`src/rtl/rs_dec_chien_forney_mc.sv`:
```
// Serial Chien search + Forney error evaluator with channel tag, runtime length and stall pipeline.
// Optional macro RS_SEARCH_FAIL_CHECK_EN adds the per-codeword root-count failure flag.
module rs_dec_chien_forney_mc #(
    parameter int BITSPERSYMBOL = 8,
    parameter int CHECK         = 32,
    parameter int IRRPOL        = 285,
    parameter int N             = 255,
    parameter int GENSTART      = 4,
    parameter int CHANNEL       = 1,
    parameter int VARN          = 0,
    localparam int M            = BITSPERSYMBOL,
    localparam int T            = CHECK / 2,
    localparam int CW           = (CHANNEL > 1) ? $clog2(CHANNEL) : 1,
    localparam int ECW          = $clog2(T + 1)
) (
    input  logic                 clk,
    input  logic                 rst,
    input  logic                 bm_in_valid,
    output logic                 bm_in_ready,
    input  logic [(T+1)*M-1:0]   bm_in_error_locator,
    input  logic [T*M-1:0]       bm_in_error_evaluator,
    input  logic [ECW-1:0]       bm_in_error_count,
    input  logic [M-1:0]         bm_in_numn,
    input  logic [CW-1:0]        bm_in_channel,
    output logic                 sch_out_valid,
    input  logic                 sch_out_ready,
    output logic                 sch_out_sop,
    output logic                 sch_out_eop,
    output logic                 sch_out_error,
    output logic [M-1:0]         sch_out_error_magnitude,
    output logic [ECW-1:0]       sch_out_error_count,
    output logic [CW-1:0]        sch_out_channel,
    output logic                 sch_out_fail,
    output logic [1:0]           o_dbg_state
);
    localparam int Q   = (T > GENSTART) ? T : GENSTART;
    localparam int P   = M + Q;
    localparam int PCW = $clog2(P + 1);
    localparam logic [M:0]   IRR   = (M+1)'(IRRPOL);
    localparam logic [M-1:0] ONE   = M'(1);
    localparam logic [M-1:0] ALPHA = M'(2);

    function automatic logic [M-1:0] gf_mul(input logic [M-1:0] a, input logic [M-1:0] b);
        logic [M-1:0] r;
        r = '0;
        for (int i = M - 1; i >= 0; i--) begin
            r = {r[M-2:0], 1'b0} ^ (r[M-1] ? IRR[M-1:0] : '0);
            if (b[i]) r = r ^ a;
        end
        return r;
    endfunction

    // a^(2^M-2); maps 0 to 0, which zeroes the magnitude when Lodd==0
    function automatic logic [M-1:0] gf_inv(input logic [M-1:0] a);
        logic [M-1:0] r;
        r = ONE;
        for (int i = 0; i < M; i++) begin
            r = gf_mul(r, r);
            if (i < M - 1) r = gf_mul(r, a);
        end
        return r;
    endfunction

    function automatic logic [M-1:0] alpha_pow(input int e);
        logic [M-1:0] r;
        r = ONE;
        for (int i = 0; i < e; i++) r = gf_mul(r, ALPHA);
        return r;
    endfunction

    typedef enum logic [1:0] {S_IDLE = 2'd0, S_PREP = 2'd1, S_SEARCH = 2'd2} state_t;
    state_t r_state, w_next;

    logic [M-1:0]   r_lam [0:T];
    logic [M-1:0]   r_omg [0:T-1];
    logic [M-1:0]   r_p, r_b, r_acc, r_e, r_n, r_k;
    logic [PCW-1:0] r_pc;
    logic [ECW-1:0] r_ecnt;
    logic [CW-1:0]  r_ch;

    logic           r_s1_valid, r_s1_sop, r_s1_eop;
    logic [M-1:0]   r_s1_l, r_s1_lodd, r_s1_w, r_s1_p;
    logic [ECW-1:0] r_s1_ecnt;
    logic [CW-1:0]  r_s1_ch;

    logic           r_o_valid, r_o_sop, r_o_eop, r_o_err;
    logic [M-1:0]   r_o_mag;
    logic [ECW-1:0] r_o_ecnt;
    logic [CW-1:0]  r_o_ch;

    logic           w_en, w_acc, w_last, w_err;
    logic [M-1:0]   w_n, w_sq, w_l, w_lodd, w_w, w_mag, w_p_step;
    logic [M-1:0]   w_lam_step [0:T];
    logic [M-1:0]   w_omg_step [0:T-1];

    // One enable stalls the search step and both pipeline stages together
    assign w_en        = !r_o_valid | sch_out_ready;
    assign bm_in_ready = (r_state == S_IDLE) & ~rst;
    assign w_acc       = bm_in_valid & bm_in_ready;
    assign w_last      = (r_k == r_n - ONE);
    assign w_sq        = gf_mul(gf_mul(r_acc, r_acc), r_e[M-1] ? ALPHA : ONE);
    assign w_p_step    = gf_mul(r_p, alpha_pow(GENSTART));
    assign o_dbg_state = r_state;

    always_comb begin
        w_n = M'(N);
        if (VARN != 0 && int'(bm_in_numn) >= CHECK + 1 && int'(bm_in_numn) <= N) w_n = bm_in_numn;
    end

    for (genvar g = 0; g <= T; g++) begin : g_lam
        localparam logic [M-1:0] A_G = alpha_pow(g);
        assign w_lam_step[g] = gf_mul(r_lam[g], A_G);
    end
    for (genvar g = 0; g < T; g++) begin : g_omg
        localparam logic [M-1:0] A_G = alpha_pow(g);
        assign w_omg_step[g] = gf_mul(r_omg[g], A_G);
    end

    always_comb begin
        w_l    = '0;
        w_lodd = '0;
        w_w    = '0;
        for (int i = 0; i <= T; i++) begin
            w_l = w_l ^ r_lam[i];
            if (i % 2 == 1) w_lodd = w_lodd ^ r_lam[i];
        end
        for (int j = 0; j < T; j++) w_w = w_w ^ r_omg[j];
    end

    always_ff @(posedge clk) begin
        if (rst) r_state <= S_IDLE;
        else     r_state <= w_next;
    end

    always_comb begin
        w_next = r_state;
        case (r_state)
            S_IDLE:   if (bm_in_valid) w_next = S_PREP;
            S_PREP:   if (int'(r_pc) == P - 1) w_next = S_SEARCH;
            S_SEARCH: if (w_en && w_last) w_next = S_IDLE;
            default:  w_next = S_IDLE;
        endcase
    end

    // PREP: M square-and-multiply steps for b = alpha^(~(n-1)), then one b^c per cycle
    always_ff @(posedge clk) begin
        if (rst) begin
            for (int i = 0; i <= T; i++) r_lam[i] <= '0;
            for (int j = 0; j < T; j++)  r_omg[j] <= '0;
            r_p    <= '0;
            r_b    <= '0;
            r_acc  <= '0;
            r_e    <= '0;
            r_n    <= '0;
            r_k    <= '0;
            r_pc   <= '0;
            r_ecnt <= '0;
            r_ch   <= '0;
        end else if (w_acc) begin
            for (int i = 0; i <= T; i++) r_lam[i] <= bm_in_error_locator[i*M +: M];
            for (int j = 0; j < T; j++)  r_omg[j] <= bm_in_error_evaluator[j*M +: M];
            r_ecnt <= bm_in_error_count;
            r_ch   <= bm_in_channel;
            r_n    <= w_n;
            r_e    <= ~(w_n - ONE);
            r_pc   <= '0;
            r_acc  <= ONE;
            r_p    <= (GENSTART == 0) ? ONE : '0;
            r_k    <= '0;
        end else if (r_state == S_PREP) begin
            r_pc <= r_pc + 1'b1;
            if (int'(r_pc) < M) begin
                r_acc <= w_sq;
                r_e   <= {r_e[M-2:0], 1'b0};
                if (int'(r_pc) == M - 1) r_b <= w_sq;
            end else begin
                r_acc <= gf_mul(r_acc, r_b);
                for (int i = 1; i <= T; i++)
                    if (int'(r_pc) == M - 1 + i) r_lam[i] <= gf_mul(r_lam[i], r_acc);
                for (int j = 1; j < T; j++)
                    if (int'(r_pc) == M - 1 + j) r_omg[j] <= gf_mul(r_omg[j], r_acc);
                if (int'(r_pc) == M - 1 + GENSTART) r_p <= r_acc;
            end
        end else if (r_state == S_SEARCH && w_en) begin
            for (int i = 0; i <= T; i++) r_lam[i] <= w_lam_step[i];
            for (int j = 0; j < T; j++)  r_omg[j] <= w_omg_step[j];
            r_p <= w_p_step;
            r_k <= r_k + ONE;
        end
    end

    assign w_err = r_s1_valid & (r_s1_l == '0);
    assign w_mag = w_err ? gf_mul(gf_mul(r_s1_p, r_s1_w), gf_inv(r_s1_lodd)) : '0;

    always_ff @(posedge clk) begin
        if (rst) begin
            r_s1_valid <= 1'b0;
            r_s1_sop   <= 1'b0;
            r_s1_eop   <= 1'b0;
            r_s1_l     <= '0;
            r_s1_lodd  <= '0;
            r_s1_w     <= '0;
            r_s1_p     <= '0;
            r_s1_ecnt  <= '0;
            r_s1_ch    <= '0;
            r_o_valid  <= 1'b0;
            r_o_sop    <= 1'b0;
            r_o_eop    <= 1'b0;
            r_o_err    <= 1'b0;
            r_o_mag    <= '0;
            r_o_ecnt   <= '0;
            r_o_ch     <= '0;
        end else if (w_en) begin
            r_s1_valid <= (r_state == S_SEARCH);
            r_s1_sop   <= (r_state == S_SEARCH) && (r_k == '0);
            r_s1_eop   <= (r_state == S_SEARCH) && w_last;
            r_s1_l     <= w_l;
            r_s1_lodd  <= w_lodd;
            r_s1_w     <= w_w;
            r_s1_p     <= r_p;
            r_s1_ecnt  <= r_ecnt;
            r_s1_ch    <= r_ch;
            r_o_valid  <= r_s1_valid;
            r_o_sop    <= r_s1_valid & r_s1_sop;
            r_o_eop    <= r_s1_valid & r_s1_eop;
            r_o_err    <= w_err;
            r_o_mag    <= w_mag;
            r_o_ecnt   <= r_s1_valid ? r_s1_ecnt : '0;
            r_o_ch     <= r_s1_valid ? r_s1_ch : '0;
        end
    end

`ifdef RS_SEARCH_FAIL_CHECK_EN
    logic [M-1:0] r_errs;
    logic         r_o_fail;
    logic [M-1:0] w_tot;
    assign w_tot = (r_s1_sop ? '0 : r_errs) + {{(M-1){1'b0}}, w_err};

    always_ff @(posedge clk) begin
        if (rst) begin
            r_errs   <= '0;
            r_o_fail <= 1'b0;
        end else if (w_en) begin
            r_o_fail <= r_s1_valid & r_s1_eop &
                        ((w_tot != M'(r_s1_ecnt)) | (int'(r_s1_ecnt) > T));
            if (r_s1_valid) r_errs <= w_tot;
        end
    end
    assign sch_out_fail = r_o_fail;
`else
    assign sch_out_fail = 1'b0;
`endif

    assign sch_out_valid           = r_o_valid;
    assign sch_out_sop             = r_o_sop;
    assign sch_out_eop             = r_o_eop;
    assign sch_out_error           = r_o_err;
    assign sch_out_error_magnitude = r_o_mag;
    assign sch_out_error_count     = r_o_ecnt;
    assign sch_out_channel         = r_o_ch;
endmodule
```
`config.mk`:
```
export PLATFORM = sky130hd
export DESIGN_NAME = rs_dec_chien_forney_mc
export DESIGN_NICKNAME = d
export VERILOG_FILES = /design/src/rtl/rs_dec_chien_forney_mc.sv
export SDC_FILE = /design/constraint.sdc
export NUM_CORES = 2
export LEC_CHECK = 0
export ABC_AREA = 1
export CORE_UTILIZATION = 55
export DETAILED_ROUTE_END_ITERATION = 10
export PLACE_DENSITY = 0.76
export SKIP_CTS_REPAIR_TIMING = 1
export SYNTH_ARGS = -nofsm -noshare
export SYNTH_HDL_FRONTEND = slang
export SYNTH_SLANG_ARGS = --single-unit
```
`constraint.sdc`:
```
create_clock -name clk -period 14.1 [get_ports clk]
set_input_delay 2.82 -clock clk [delete_from_list [all_inputs] [get_ports clk]]
set_output_delay 2.82 -clock clk [all_outputs]
set_load 0.01 [all_outputs]
```
[Word-level counts from Yosys, hierarchy flattened]
Memories as Yosys holds them, arrays and structs flattened.
Index checks and enable logic that the tools add are counted.
Word-level totals
  flip-flop bits (word level): 113
  bits in writable memories: 264
  bits of input ports: 282
  output and inout port bits: 22
  logic and storage cells: 3520
  memories kept: 2
Memories
  r_lam: words 17, width 8, rd ports 17, clocked after Yosys merged registers in 0, wr ports 17, RTL line 74  | logic [M-1:0] r_lam [0:T];
  r_omg: words 16, width 8, rd ports 16, clocked after Yosys merged registers in 0, wr ports 16, RTL line 75  | logic [M-1:0] r_omg [0:T-1];
Operators by class
  add/subtract/negate cells: 3
  magnitude comparators: 1
  eq/ne operators: 25
  multiplexer cells: 2395
  bitwise gates (word level): 1048
  reductions and logical operators: 18
Operators with widths (number)
  $mux 8: 1763
  $xor 8x5->8: 503
  $xor 8x8->8: 429
  $mux 5: 507
  $mux 1: 120
  $or 1x1->1: 98
  $eq 5x5->1 const B: 16
  $logic_not 8->1: 2
  $not 1->1: 10
  $add 8x1->8 const B: 1
  $eq 8x8->1: 1
  $mux 2: 4
  $xor 7x5->7: 1
  $ne 2x2->1 const B: 3
  $pmux 2 s3: 1
  $reduce_and 2->1: 3
  $reduce_and 3->1: 2
  $reduce_bool 2->1: 3
  $xor 6x5->6: 1
  $add 5x1->5 const B: 1
  $and 1x1->1: 5
  $eq 5x4->1 const B: 1
  $lt 5x4->1 const B: 1
  $xor 2x5->5: 1
  9 further kinds: 13

[Depth between registers and ports, before layout]
  depth in word-level cells: 429
  mapped depth: 169
  mapped depth without buffers: 164

[Worst setup path before layout]
Ideal clock, no wire load.
  path type: register to register
  start point: register r_s1_lodd[0]
  end point: register r_o_mag[7], in the netlist sch_out_error_magnitude[7]
  library setup time: 0.070 ns
  arrival time: 13.208 ns
  data required time: 14.030 ns
  setup slack: 0.821 ns
  stages on the path, launching flop included: 142
  buffers on the path: 5
  period minus slack after synthesis: 13.279 ns
  path through: dfxtp_1 > ha_1 > inv_1 > nand2_1 > nand2_1 > nand2_1 > nand2_2 > nand2_4 > nand3b_1 > nand3b_1 > nand2_2 > nand2_1 > o21ai_2 > xnor2_1 > xor2_1 > inv_1 > nand3_1 > nand2_2 > [106 not listed] > nand2_1 > nand2_1 > inv_1 > nand2_1 > nand2_2 > clkinv_1 > nand2_4 > nand2_4 > nand2_2 > nand3_1 > nand2_1 > inv_2 > xor2_1 > xor2_1 > or2_1 > nand3_1 > nand3_1 > a21oi_1
Between the ends
  longest elaborated chain between the ends: 332
  elaborated cells on any way between the ends: 397
  classes of those cells: mux (201); bitwise (196)
RTL lines
  start: declaration: RTL line 82  | logic [M-1:0] r_s1_l, r_s1_lodd, r_s1_w, r_s1_p;
  start signal: assignment: RTL line 218  | r_s1_lodd <= w_lodd;
  $mux 1: RTL line 48  | if (b[i]) r = r ^ a;
  $mux 8: RTL line 48
  $xor 8x5->8: RTL line 47  | r = {r[M-2:0], 1'b0} ^ (r[M-1] ? IRR[M-1:0] : '0);
  $xor 8x8->8: RTL line 48
  $mux 8: RTL line 48
  $xor 8x5->8: RTL line 47
  $xor 8x8->8: RTL line 48
  $mux 8: RTL line 48
  [316 not listed]
  $mux 8: RTL line 48
  $xor 8x5->8: RTL line 47
  $xor 8x8->8: RTL line 48
  $mux 8: RTL line 48
  $xor 8x5->8: RTL line 47
  $xor 8x8->8: RTL line 48
  $mux 8 *: RTL line 48
  $mux 8 *: RTL line 193  | assign w_mag = w_err ? gf_mul(gf_mul(r_s1_p, r_s1_w), gf_inv(r_s1_lodd)) : '0;
  end signal: assignment: RTL line 227  | r_o_mag <= w_mag;
  end: declaration: RTL line 87  | logic [M-1:0] r_o_mag;
Every way passes the cells marked *; elsewhere a longest branch is shown, timed or not.
A chain may end at the register's enable or synchronous reset.

[Worst setup path after layout]
  start point: register r_s1_lodd[7]
  end point: register r_o_mag[0], in the netlist sch_out_error_magnitude[0]
Between the ends
  longest elaborated chain between the ends: 341
  elaborated cells on any way between the ends: 412
  classes of those cells: mux (209); bitwise (203)
RTL lines (RTL line)
  $mux 1: 48
  $xor 2x5->5: 47
  $xor 6x5->6: 47
  $xor 7x5->7: 47
  $xor 8x5->8 (4 in series): 47
  $mux 8: 48
  $mux 5 / $xor 8x5->8 (equally long branches): 47
  $xor 8x5->8 / $xor 8x8->8 (equally long branches): 47, 48
  [322 not listed]
  $xor 8x5->8: 47
  $xor 8x8->8: 48
  $mux 8: 48
  $mux 5: 47
  $xor 8x5->8: 47
  $xor 8x8->8: 48
  $mux 8 *: 48
  $mux 8 *: 193
Marked as above.

==> summary.txt <==
Timing
  – Final WS setup: -91.98 ps
  – Worst slew pin tran: 1133 ps
  – Max Slew Vio Count: 0
  – # setup viols final: 8
  – Hold Violations, Final: 0
  – Max Clk Rate: 70.46 MHz
  – Skew final: 30.74 ps
  – Period minus WS final: 14190 ps
  – Slew HR: 24.22%
  – RSZ-0062 raised after global routing: yes
  – Setup TNS: -352.7 ps
  – Crit share post-route: 100.7%

Worst setup path
  – Worst Setup Path Type: reg -> reg
  – Critical path launch point type: flip-flop
  – Crit-path max FO: 8
  – Crit path required time: 14710 ps
  – Crit-path max cell delay: 410 ps
  – Crit path max-delay cell type: dfxtp_4
  – CP Data Arrival Time: 14800 ps
  – Critical Path End Type: flip-flop
  – Critical Path Most Common Cell: nand2_1
  – RR Startpoint: r_s1_lodd[7]
  – CP Launch Point: r_s1_lodd[7]

Routing
  – Vias: 70780
  – Iteration-0 DRC Markers: 8059
  – Wire per inst: 18.45 um
  – Final wirelength: 229200 um
  – Drt via density: 5.698
  – Post-route DRC: 0
  – Drt pass-1 iters: 8
  – Post-DRT Antenna Nets: 0

Die
  – Core Footprint: 125900 um^2
  – Die Ht: 358.8 um
  – Initial core utilization: 55.61%
  – Boundary Pins: 304
  – Die area: 128700 um^2
  – Chip width: 358.8 um
  – Row cnt: 130

Synthesis
  – Proportion of synthesized chip area in sequential cells: 14.56%
  – Synth top area cells: xnor2_1, nand2_1, xor2_1
  – Share of the synthesized area in the top cell type: 21.06%
  – Yosys top cell by area: xnor2_1
  – Post-Syn Instances: 10790
  – Yosys reg bits: 377
  – Ys async rst share: 0%
  – Most used DFF post-synth: edfxtp_1
  – Yosys warnings: 0
  – Syn avg cell area: 6.486 um^2
  – Cell area after synthesis: 70010 um^2
  – Synth cell types: 72
  – EDFF count, synth: 264
  – Syn Nets: 11090

Global route
  – Met2 Resource Use GR: 55.35%
  – First-pass GRT wire length: 354200 um
  – GR Util All Layers: 34.05%
  – Largest net degree at the start of global routing: 165
  – Global route hottest layer: met2
  – GR Overflow Total: 0
  – Vias in the first global route: 66310
  – GR Util met1: 43.71%
  – Initial antenna violation count: 14
  – Grt met3 use: 5.822%

Placed design
  – Final HPWL DP: 157100 um
  – GP Congestion: 0.9710
  – Count of buffers from port buffering: 294

Final layout
  – Top flop regs: r_lam (136), r_omg (128)
  – Largest Register: r_lam
  – Most frequent cells in the layout: nand2_1, xnor2_1, xor2_1
  – Fin nets: 11020
  – Share of layout cells above drive strength 1: 10.19%
  – Largest register FFs: 136
  – P&R area growth vs syn: 11.23%
  – Leading cell type in the layout, fill and taps excluded: nand2_1

CTS
  – Worst-Skew Late Latency: 690 ps
  – H-tree levels: 2
  – Clock Sinks: 377
  – CTS Buf Count: 52
  – Clk buf depth: 3
  – CTS tree: yes
  – Reg clk slew, reported paths: 60 ps
  – Root buf cell: clkbuf_16

Flow run
  – Max-cap violations: 0

Run status
  – Violated checks: setup timing
  – Status: complete, but fails checks

Hold path
  – Hold Path Class: reg -> reg
  – HP Start: r_s1_ch
-- cell type report --
type	count	area (um^2)
Multi-Input combinational cell	9114	56290
Sequential cell	377	10230
Inverter	602	2303
Clock buffer	82	1600
Tap cell	1650	2064
Fill cell	11200	48030
Timing Repair Buffer	575	5186
Antenna cell	6	15.01
Clock inverter	16	172.7
-- worst paths after layout --
check,end,slack [ps],cells after the start
max,sch_out_error_magnitude[0],-90,141
min,sch_out_channel,460,2
max reg2reg,sch_out_error_magnitude[0],-90,141
min reg2reg,sch_out_channel,460,2
-- through the flow --
| step | instances | worst slack (ps) | hold slack [ps] | area [um^2] | util, % |
|---|---|---|---|---|---|
| 2_1_floorplan | 10790 | 821.1 | 437.2 | 70010 | - |
| 3_3_place_gp | 12250 | 43.03 | 446.8 | 73850 | 58.66 |
| 3_5_place_dp | 12250 | -327.9 | 452.3 | 73850 | 58.66 |
| 4_1_cts | 12340 | -377.6 | 464.3 | 75620 | 60.07 |
| 5_1_grt | 12420 | -1325 | 480.2 | 77850 | 61.84 |
| 6_report | 12420 | -91.98 | 461.4 | 77870 | 61.85 |
-- Yosys cell counts, types with 4 or more instances --
cell type	instances
nand2_1	3760
xnor2_1	1683
xor2_1	1558
inv_1	498
clkbuf_1	457
nand3_1	446
nor2_1	348
o21ai_0	338
edfxtp_1	264
a21oi_1	263
buf_1	190
nand2_2	169
dfxtp_1	113
inv_2	86
nand3b_1	67
or2_2	63
o211ai_1	48
nand3_2	42
a22oi_1	36
nand2_4	34
nand4_1	31
a31oi_1	23
o22ai_1	21
buf_2	20
buf_6	20
buf_4	17
o221ai_1	17
ha_1	15
nor3_1	15
clkinv_1	14
nor4_1	12
o21ai_1	12
mux2i_1	10
o21bai_1	10
a22o_1	7
nor2_2	6
xnor2_2	6
xor2_2	6
nand3_4	5
o311ai_0	5
nand3b_4	4
-- kinds of logic after synthesis --
| kind of cell | Yosys count | synth area share (%) |
|---|---|---|
| other cells | 1 | 0.005357 |
| flops | 377 | 14.56 |
| xor+xnor | 3256 | 40.92 |
| buf+inv | 1308 | 7.421 |
| fa+ha+maj | 15 | 0.2681 |
| mux | 10 | 0.1430 |
| simple gates | 5024 | 30.26 |
| compound gates | 803 | 6.420 |
-- critical path: cells and delay by family (launching register included) --
kind | cells | cell delay, ps
AO/OA/AOI/OAI | 3 | 340
flip-flops | 1 | 410
adder cells (fa/ha/maj) | 5 | 1260
AND/OR/NAND/NOR | 104 | 8850
buffers and inverters | 25 | 2250
XOR/XNOR | 4 | 910
-- metal layers --
| metal | up-vias | part of all wire, % |
|---|---|---|
| met5 | - | 0.028 |
| met4 | 12 | 4.6 |
| met3 | 646 | 11 |
| met2 | 3646 | 45 |
| met1 | 33320 | 39 |
| li1 | 33160 | - |
Power is not shown: default switching activity piles up to over one toggle a cycle in this logic, so the estimate is an artifact.
